===== config.mk =====
export PLATFORM = sky130hd
export DESIGN_NAME = dmem_arbiter
export DESIGN_NICKNAME = d
export VERILOG_FILES = /design/src/rtl/dmem_arbiter.sv
export SDC_FILE = /design/constraint.sdc
export NUM_CORES = 1
export LEC_CHECK = 0
export CAP_MARGIN = 30
export CORE_MARGIN = 2
export CORE_UTILIZATION = 30
export CTS_CLUSTER_SIZE = 28
export DETAILED_ROUTE_END_ITERATION = 7
export HOLD_SLACK_MARGIN = 0.1
export PLACE_DENSITY_LB_ADDON = 0.1
export SYNTH_ARGS = -nofsm -noshare
export SYNTH_HDL_FRONTEND = slang
export SYNTH_SLANG_ARGS = --single-unit

===== constraint.sdc =====
create_clock -name clk_i -period 1.55 [get_ports clk_i]
set_input_delay 0.155 -clock clk_i [delete_from_list [all_inputs] [get_ports clk_i]]
set_output_delay 0.155 -clock clk_i [all_outputs]
set_load 0.1 [all_outputs]

===== src/rtl/dmem_arbiter.sv =====
// dmem_arbiter
// Shares one byte-addressed data memory between port A (CPU MEM stage) and
// port B (debug/loader) using round-robin arbitration. Each access has three
// phases:
//   - arbitration in IDLE or RESP;
//   - one ACCESS cycle that drives the memory strobes;
//   - one RESP cycle that acknowledges the requester.
// All outputs come straight from flops. Their next values are decoded from
// the next FSM state.
//
// Optional feature, enabled by defining the macro DMEM_ARB_RANGE_CHK_EN:
// misaligned or out-of-range accesses still take their slot, but they never
// strobe memory and are acknowledged with err_o = 1.

module dmem_arbiter #(
  parameter int unsigned MEM_BYTES = 32
) (
  input  logic        clk_i,
  input  logic        rst_n_i,
  // port A (CPU MEM stage)
  input  logic        a_req_i,
  input  logic        a_we_i,
  input  logic [31:0] a_addr_i,
  input  logic [31:0] a_wdata_i,
  output logic        a_gnt_o,
  output logic        a_ack_o,
  output logic [31:0] a_rdata_o,
  // port B (debug/loader)
  input  logic        b_req_i,
  input  logic        b_we_i,
  input  logic [31:0] b_addr_i,
  input  logic [31:0] b_wdata_i,
  output logic        b_gnt_o,
  output logic        b_ack_o,
  output logic [31:0] b_rdata_o,
  // shared status
  output logic        err_o,
  // data memory side
  output logic [31:0] mem_addr_o,
  output logic [31:0] mem_wdata_o,
  output logic        mem_write_o,
  output logic        mem_read_o,
  input  logic [31:0] mem_rdata_i
);

`ifdef DMEM_ARB_RANGE_CHK_EN
  localparam logic RANGE_CHK_EN = 1'b1;
`else
  localparam logic RANGE_CHK_EN = 1'b0;
`endif

  localparam logic        PORT_A         = 1'b0;
  localparam logic        PORT_B         = 1'b1;
  localparam logic [31:0] LAST_WORD_ADDR = 32'(MEM_BYTES - 32'd4);

  typedef enum logic [1:0] {
    ST_IDLE   = 2'd0,
    ST_ACCESS = 2'd1,
    ST_RESP   = 2'd2
  } state_e;

  // Sequencer state and latched access
  state_e      state_q, state_d;
  logic        rr_q, rr_d;        // port that wins a tie
  logic        id_q, id_d;        // port owning the current access
  logic        we_q, we_d;
  logic        flag_q, flag_d;    // access blocked by the range check
  logic [31:0] addr_q, addr_d;
  logic [31:0] wdata_q, wdata_d;
  logic [31:0] rdata_q, rdata_d;

  // Registered outputs
  logic        a_gnt_q, a_gnt_d;
  logic        b_gnt_q, b_gnt_d;
  logic        a_ack_q, a_ack_d;
  logic        b_ack_q, b_ack_d;
  logic        err_q, err_d;
  logic [31:0] mem_addr_q, mem_addr_d;
  logic [31:0] mem_wdata_q, mem_wdata_d;
  logic        mem_write_q, mem_write_d;
  logic        mem_read_q, mem_read_d;

  // Arbitration helpers
  logic        a_elig_s;
  logic        b_elig_s;
  logic        grant_s;
  logic        winner_s;

  // Flags a misaligned address, or one whose word would run past the end of
  // memory. The flag is always 0 when the check is compiled out.
  function automatic logic range_violation(input logic [31:0] addr);
    logic bad;
    bad = (addr[1:0] != 2'b00) || (addr > LAST_WORD_ADDR);
    return RANGE_CHK_EN & bad;
  endfunction

  // Find the ports that may compete now, and the round-robin winner.
  // The port being acked is masked because its req is still high this cycle.
  always_comb begin
    a_elig_s = a_req_i;
    b_elig_s = b_req_i;
    if (state_q == ST_RESP) begin
      if (id_q == PORT_A) begin
        a_elig_s = 1'b0;
      end else begin
        b_elig_s = 1'b0;
      end
    end else begin
      a_elig_s = a_req_i;
      b_elig_s = b_req_i;
    end

    grant_s = ((state_q == ST_IDLE) || (state_q == ST_RESP)) && (a_elig_s || b_elig_s);

    if (a_elig_s && b_elig_s) begin
      winner_s = rr_q;
    end else if (b_elig_s) begin
      winner_s = PORT_B;
    end else begin
      winner_s = PORT_A;
    end
  end

  // Next FSM state, the access latch and read-data capture
  always_comb begin
    state_d = state_q;
    rr_d    = rr_q;
    id_d    = id_q;
    we_d    = we_q;
    flag_d  = flag_q;
    addr_d  = addr_q;
    wdata_d = wdata_q;
    rdata_d = rdata_q;

    case (state_q)
      ST_IDLE, ST_RESP: begin
        if (grant_s) begin
          state_d = ST_ACCESS;
          rr_d    = ~winner_s;
          id_d    = winner_s;
          if (winner_s == PORT_B) begin
            we_d    = b_we_i;
            addr_d  = b_addr_i;
            wdata_d = b_wdata_i;
          end else begin
            we_d    = a_we_i;
            addr_d  = a_addr_i;
            wdata_d = a_wdata_i;
          end
          flag_d = range_violation(addr_d);
        end else begin
          state_d = ST_IDLE;
        end
      end
      ST_ACCESS: begin
        state_d = ST_RESP;
        // Only an unblocked read may update the shared read register.
        if (!we_q && !flag_q) begin
          rdata_d = mem_rdata_i;
        end else begin
          rdata_d = rdata_q;
        end
      end
      default: begin
        state_d = ST_IDLE;
      end
    endcase
  end

  // Decode the next output values from the next state.
  // This lets every output come from a flop with no extra cycle of latency.
  always_comb begin
    a_gnt_d     = 1'b0;
    b_gnt_d     = 1'b0;
    a_ack_d     = 1'b0;
    b_ack_d     = 1'b0;
    err_d       = 1'b0;
    mem_addr_d  = 32'd0;
    mem_wdata_d = 32'd0;
    mem_write_d = 1'b0;
    mem_read_d  = 1'b0;

    case (state_d)
      ST_ACCESS: begin
        mem_addr_d  = addr_d;
        mem_wdata_d = wdata_d;
        mem_write_d = we_d & ~flag_d;
        mem_read_d  = ~we_d & ~flag_d;
        a_gnt_d     = (id_d == PORT_A);
        b_gnt_d     = (id_d == PORT_B);
      end
      ST_RESP: begin
        a_ack_d = (id_d == PORT_A);
        b_ack_d = (id_d == PORT_B);
        err_d   = flag_d;
      end
      default: begin
        a_gnt_d     = 1'b0;
        b_gnt_d     = 1'b0;
        mem_write_d = 1'b0;
        mem_read_d  = 1'b0;
      end
    endcase
  end

  // Sequencer state, round-robin pointer, access latch and read register
  always_ff @(posedge clk_i or negedge rst_n_i) begin
    if (!rst_n_i) begin
      state_q <= ST_IDLE;
      rr_q    <= PORT_A;
      id_q    <= PORT_A;
      we_q    <= 1'b0;
      flag_q  <= 1'b0;
      addr_q  <= 32'd0;
      wdata_q <= 32'd0;
      rdata_q <= 32'd0;
    end else begin
      state_q <= state_d;
      rr_q    <= rr_d;
      id_q    <= id_d;
      we_q    <= we_d;
      flag_q  <= flag_d;
      addr_q  <= addr_d;
      wdata_q <= wdata_d;
      rdata_q <= rdata_d;
    end
  end

  // Output registers; reset clears them immediately
  always_ff @(posedge clk_i or negedge rst_n_i) begin
    if (!rst_n_i) begin
      a_gnt_q     <= 1'b0;
      b_gnt_q     <= 1'b0;
      a_ack_q     <= 1'b0;
      b_ack_q     <= 1'b0;
      err_q       <= 1'b0;
      mem_addr_q  <= 32'd0;
      mem_wdata_q <= 32'd0;
      mem_write_q <= 1'b0;
      mem_read_q  <= 1'b0;
    end else begin
      a_gnt_q     <= a_gnt_d;
      b_gnt_q     <= b_gnt_d;
      a_ack_q     <= a_ack_d;
      b_ack_q     <= b_ack_d;
      err_q       <= err_d;
      mem_addr_q  <= mem_addr_d;
      mem_wdata_q <= mem_wdata_d;
      mem_write_q <= mem_write_d;
      mem_read_q  <= mem_read_d;
    end
  end

  assign a_gnt_o     = a_gnt_q;
  assign b_gnt_o     = b_gnt_q;
  assign a_ack_o     = a_ack_q;
  assign b_ack_o     = b_ack_q;
  assign err_o       = err_q;
  assign a_rdata_o   = rdata_q;
  assign b_rdata_o   = rdata_q;
  assign mem_addr_o  = mem_addr_q;
  assign mem_wdata_o = mem_wdata_q;
  assign mem_write_o = mem_write_q;
  assign mem_read_o  = mem_read_q;

endmodule


==> impl_metrics.tcl, run 1 <==
set metrics [dict create \
    status "complete, but fails checks" \
    violations "negative setup slack" \
    fillers 958 \
    fin_ws_ns -0.0186 \
    synth_cell_types 21 \
    syn_area_per_cell_sq_um 14.7 \
    yosysTopAreaCell "dfrtp_1" \
    grt_start_max_net_pins 110 \
    worst_skew_pair.late_latency_ns 0.34 \
    r2r_start "state_q[1]$_DFF_PN0_" \
    gp_congestion 0.785 \
    hold_viol 0 \
    seqCellArea_sq_um 2730 \
    path_cells "or3b_4, and4b_4, buf_12, a22o_1" \
    cap_violations 0 \
    end_kind "register" \
    fin_util_pct 66.6 \
    fin_skew_ns 0.00676 \
    grt_antenna_before_repair 0 \
    routedWlPerCell_um 18.7 \
    drt-initial-drc-count 106 \
    finalNetCount 721 \
    fmax_mhz 638 \
    via_per_inst 4.50 \
    port_buffers 300 \
    htreeDepth 3 \
    ys_warn_count 0 \
    worstHoldPathType "in -> async" \
    period_minus_slack_ns 1.57 \
    synth_seq_cells 109 \
    clk_pin_slew_ns 0.07 \
    required_ns 1.77 \
    netlist_instances 283 \
    drive_gt1_share_pct 34.3 \
    setup_viol 24 \
    num_rows 42 \
    setup.worst_path.end "mem_addr_o[6]$_DFF_PN0_" \
    core_area_sq_um 13400 \
    num_vias 3311 \
    cp-startpoint "state_q[1]$_DFF_PN0_" \
    die_h_um 122 \
    start_util_pct 31.0 \
    crit_buf_inv 1 \
    layout_commonest_cell "clkdlybuf4s50_1" \
    grt_setup_unrepaired "yes" \
    grt.total_usage_pct 18.7 \
    crit_path_start_kind "register" \
    multi_input_area_sq_um 1060 \
    antenna_left 0 \
    wirelength_um 13800 \
    rr_worst_depth 4 \
    mostFrequentLayoutCells "164 x clkdlybuf4s50_1, 141 x buf_12, 109 x dfrtp_1" \
    synthTopCellsByArea "dfrtp_1 66%, a22o_1 14%, mux2_2 6.5%" \
    critPathSlowestCell "dfrtp_1" \
    cts_sinks 109 \
    syn-num-nets 449 \
    crit_fanout 16 \
    die_w_um 122 \
    slew_viol_final 0 \
    path_depth 4 \
    path_class "reg -> reg" \
    seq_area_frac_synth_pct 65.7 \
    path_delay_family "simple AND/OR/NAND/NOR gates" \
    numCtsBuffers 9 \
    yosys.area.top_type_share_pct 65.7 \
    grt-ovfl-total 0 \
    syn2layout_area_growth_pct 115 \
    cts_tree "done" \
    drt_pass1_iterations 4 \
    drc 0 \
    finalNonFillerCells 736 \
    fin_crit_sh_pct 101 \
    grt_pass1_wl_um 20800 \
    worst_pin_slew_ns 0.614 \
    dp.final_hpwl_um 10700 \
    reg2reg_to "mem_addr_o[6]$_DFF_PN0_" \
    clockBufferDepth 2 \
    cpPeakStageDelay_ns 0.43 \
    cts_root_buf "clkbuf_16" \
    dieArea_sq_um 14800 \
    ff2ff_setup_slack_ns -0.02 \
    dp.cells 715 \
    io_pins 301 \
    grt_pass1_vias 3643 \
    arrival_ns 1.78 \
    maxSlewHeadroom_pct 59.0 \
    antenna_cells 0 \
    synth_area_sq_um 4150 \
]
## kinds of logic after synthesis
kind of cell / synth area share [%]
flops: 65.7
simple gates: 2.20
buf+inv: 9.11
mux: 8.69
compound gates: 14.3
## per-layer routing
layer / track usage, % / share of wire (%) / wire length [um]
met3: 6.93 / 10 / 1440
met5: 0 / 0 / 0
met1: 20.6 / 35 / 4790
met2: 33.2 / 53 / 7290
met4: 6.11 / 1.7 / 240
## worst reg2reg max path, cell delays in order (launching register included)
cell     delay, ns
dfrtp_1       0.43
or3b_4        0.39
and4b_4       0.26
buf_12        0.17
a22o_1        0.20
## sequential cells by signal, indices dropped and copies added (netlist names)
name and flops:
a_rdata_o 32, id_q 1, state_q 2, we_q 1
rr_q 1, b_gnt_o 1, b_ack_o 1, a_ack_o 1
err_o 1, mem_read_o 1, mem_wdata_o 32, a_gnt_o 1
mem_addr_o 32, flag_q 1, mem_write_o 1
## worst min-delay path by stage
stage	start	to	depth (start not counted)
after floorplan	rst_n_i	a_ack_o$_DFF_PN0_	0
after global placement	rst_n_i	mem_wdata_o[27]$_DFF_PN0_	2
after detailed placement	rst_n_i	mem_addr_o[19]$_DFF_PN0_	2
after CTS	b_wdata_i[7]	mem_wdata_o[7]$_DFF_PN0_	2
after global routing	b_addr_i[12]	mem_addr_o[12]$_DFF_PN0_	2
final	rst_n_i	mem_addr_o[25]$_DFF_PN0_	3
## synthesized netlist by cell type
cell,n
dfrtp_1,109
a22o_1,65
buf_4,32
mux2_2,24
clkbuf_1,9
buf_2,8
mux2_1,8
buf_6,4
inv_1,4
nor2_1,4
a21oi_1,3
and2_1,2
and4b_1,2
nand2b_1,2
a21o_1,1
buf_1,1
nand2_1,1
nand3b_1,1
nor3_1,1
or3_1,1
or3b_1,1
## layout make-up
type	count	area share, %
clock inverters	3	0.491
repair buffers	315	51.5
inverters	4	0.168
multi-input cells	116	11.9
flip-flops and latches	109	30.6
clock buffers	13	2.92
well taps	176	2.47
## stage by stage
step | TNS (ns) | hold WS, ns | instance area [sq um] | setup WS [ns]
final | -0.186 | 0.363 | 8920 | -0.0186
after detailed placement | -19.76 | 0.280 | 8520 | -0.334
after global routing | -2.90 | 0.404 | 8920 | -0.0607
after global placement | -16.12 | 0.276 | 8520 | -0.264
after CTS | 0 | 0.402 | 8880 | 0.00648
after floorplan | -0.145 | -0.141 | 4160 | -0.0490
## timing repair
| action | CTS | global route |
|---|---|---|
| endpoints found under the setup margin | 52 | 95 |
| hold endpoints to repair | 109 | 0 |
| hold buffers | 1 | 0 |
| cloned | 1 | 1 |
| gates resized for setup | 4 | 2 |
| buffers inserted | 1 | 1 |
Power of run 1 is not shown: default switching activity piles up to over one toggle a cycle in this logic, so the estimate is an artifact.
==> inputs of run 2 (changes only) <==
- ABC_CLOCK_PERIOD_IN_PS: default -> 1550
- CAP_MARGIN: 30 -> 20
==> results of run 2 <==
Final layout, timing and power as in run 1 (identical DEF).
Power of run 2 is left out for the same reason.
==> inputs of run 3 (changes only) <==
- ABC_AREA: default -> 0
==> results of run 3 <==
Final layout, timing and power as in run 1 (identical DEF).
Power of run 3 is left out for the same reason.
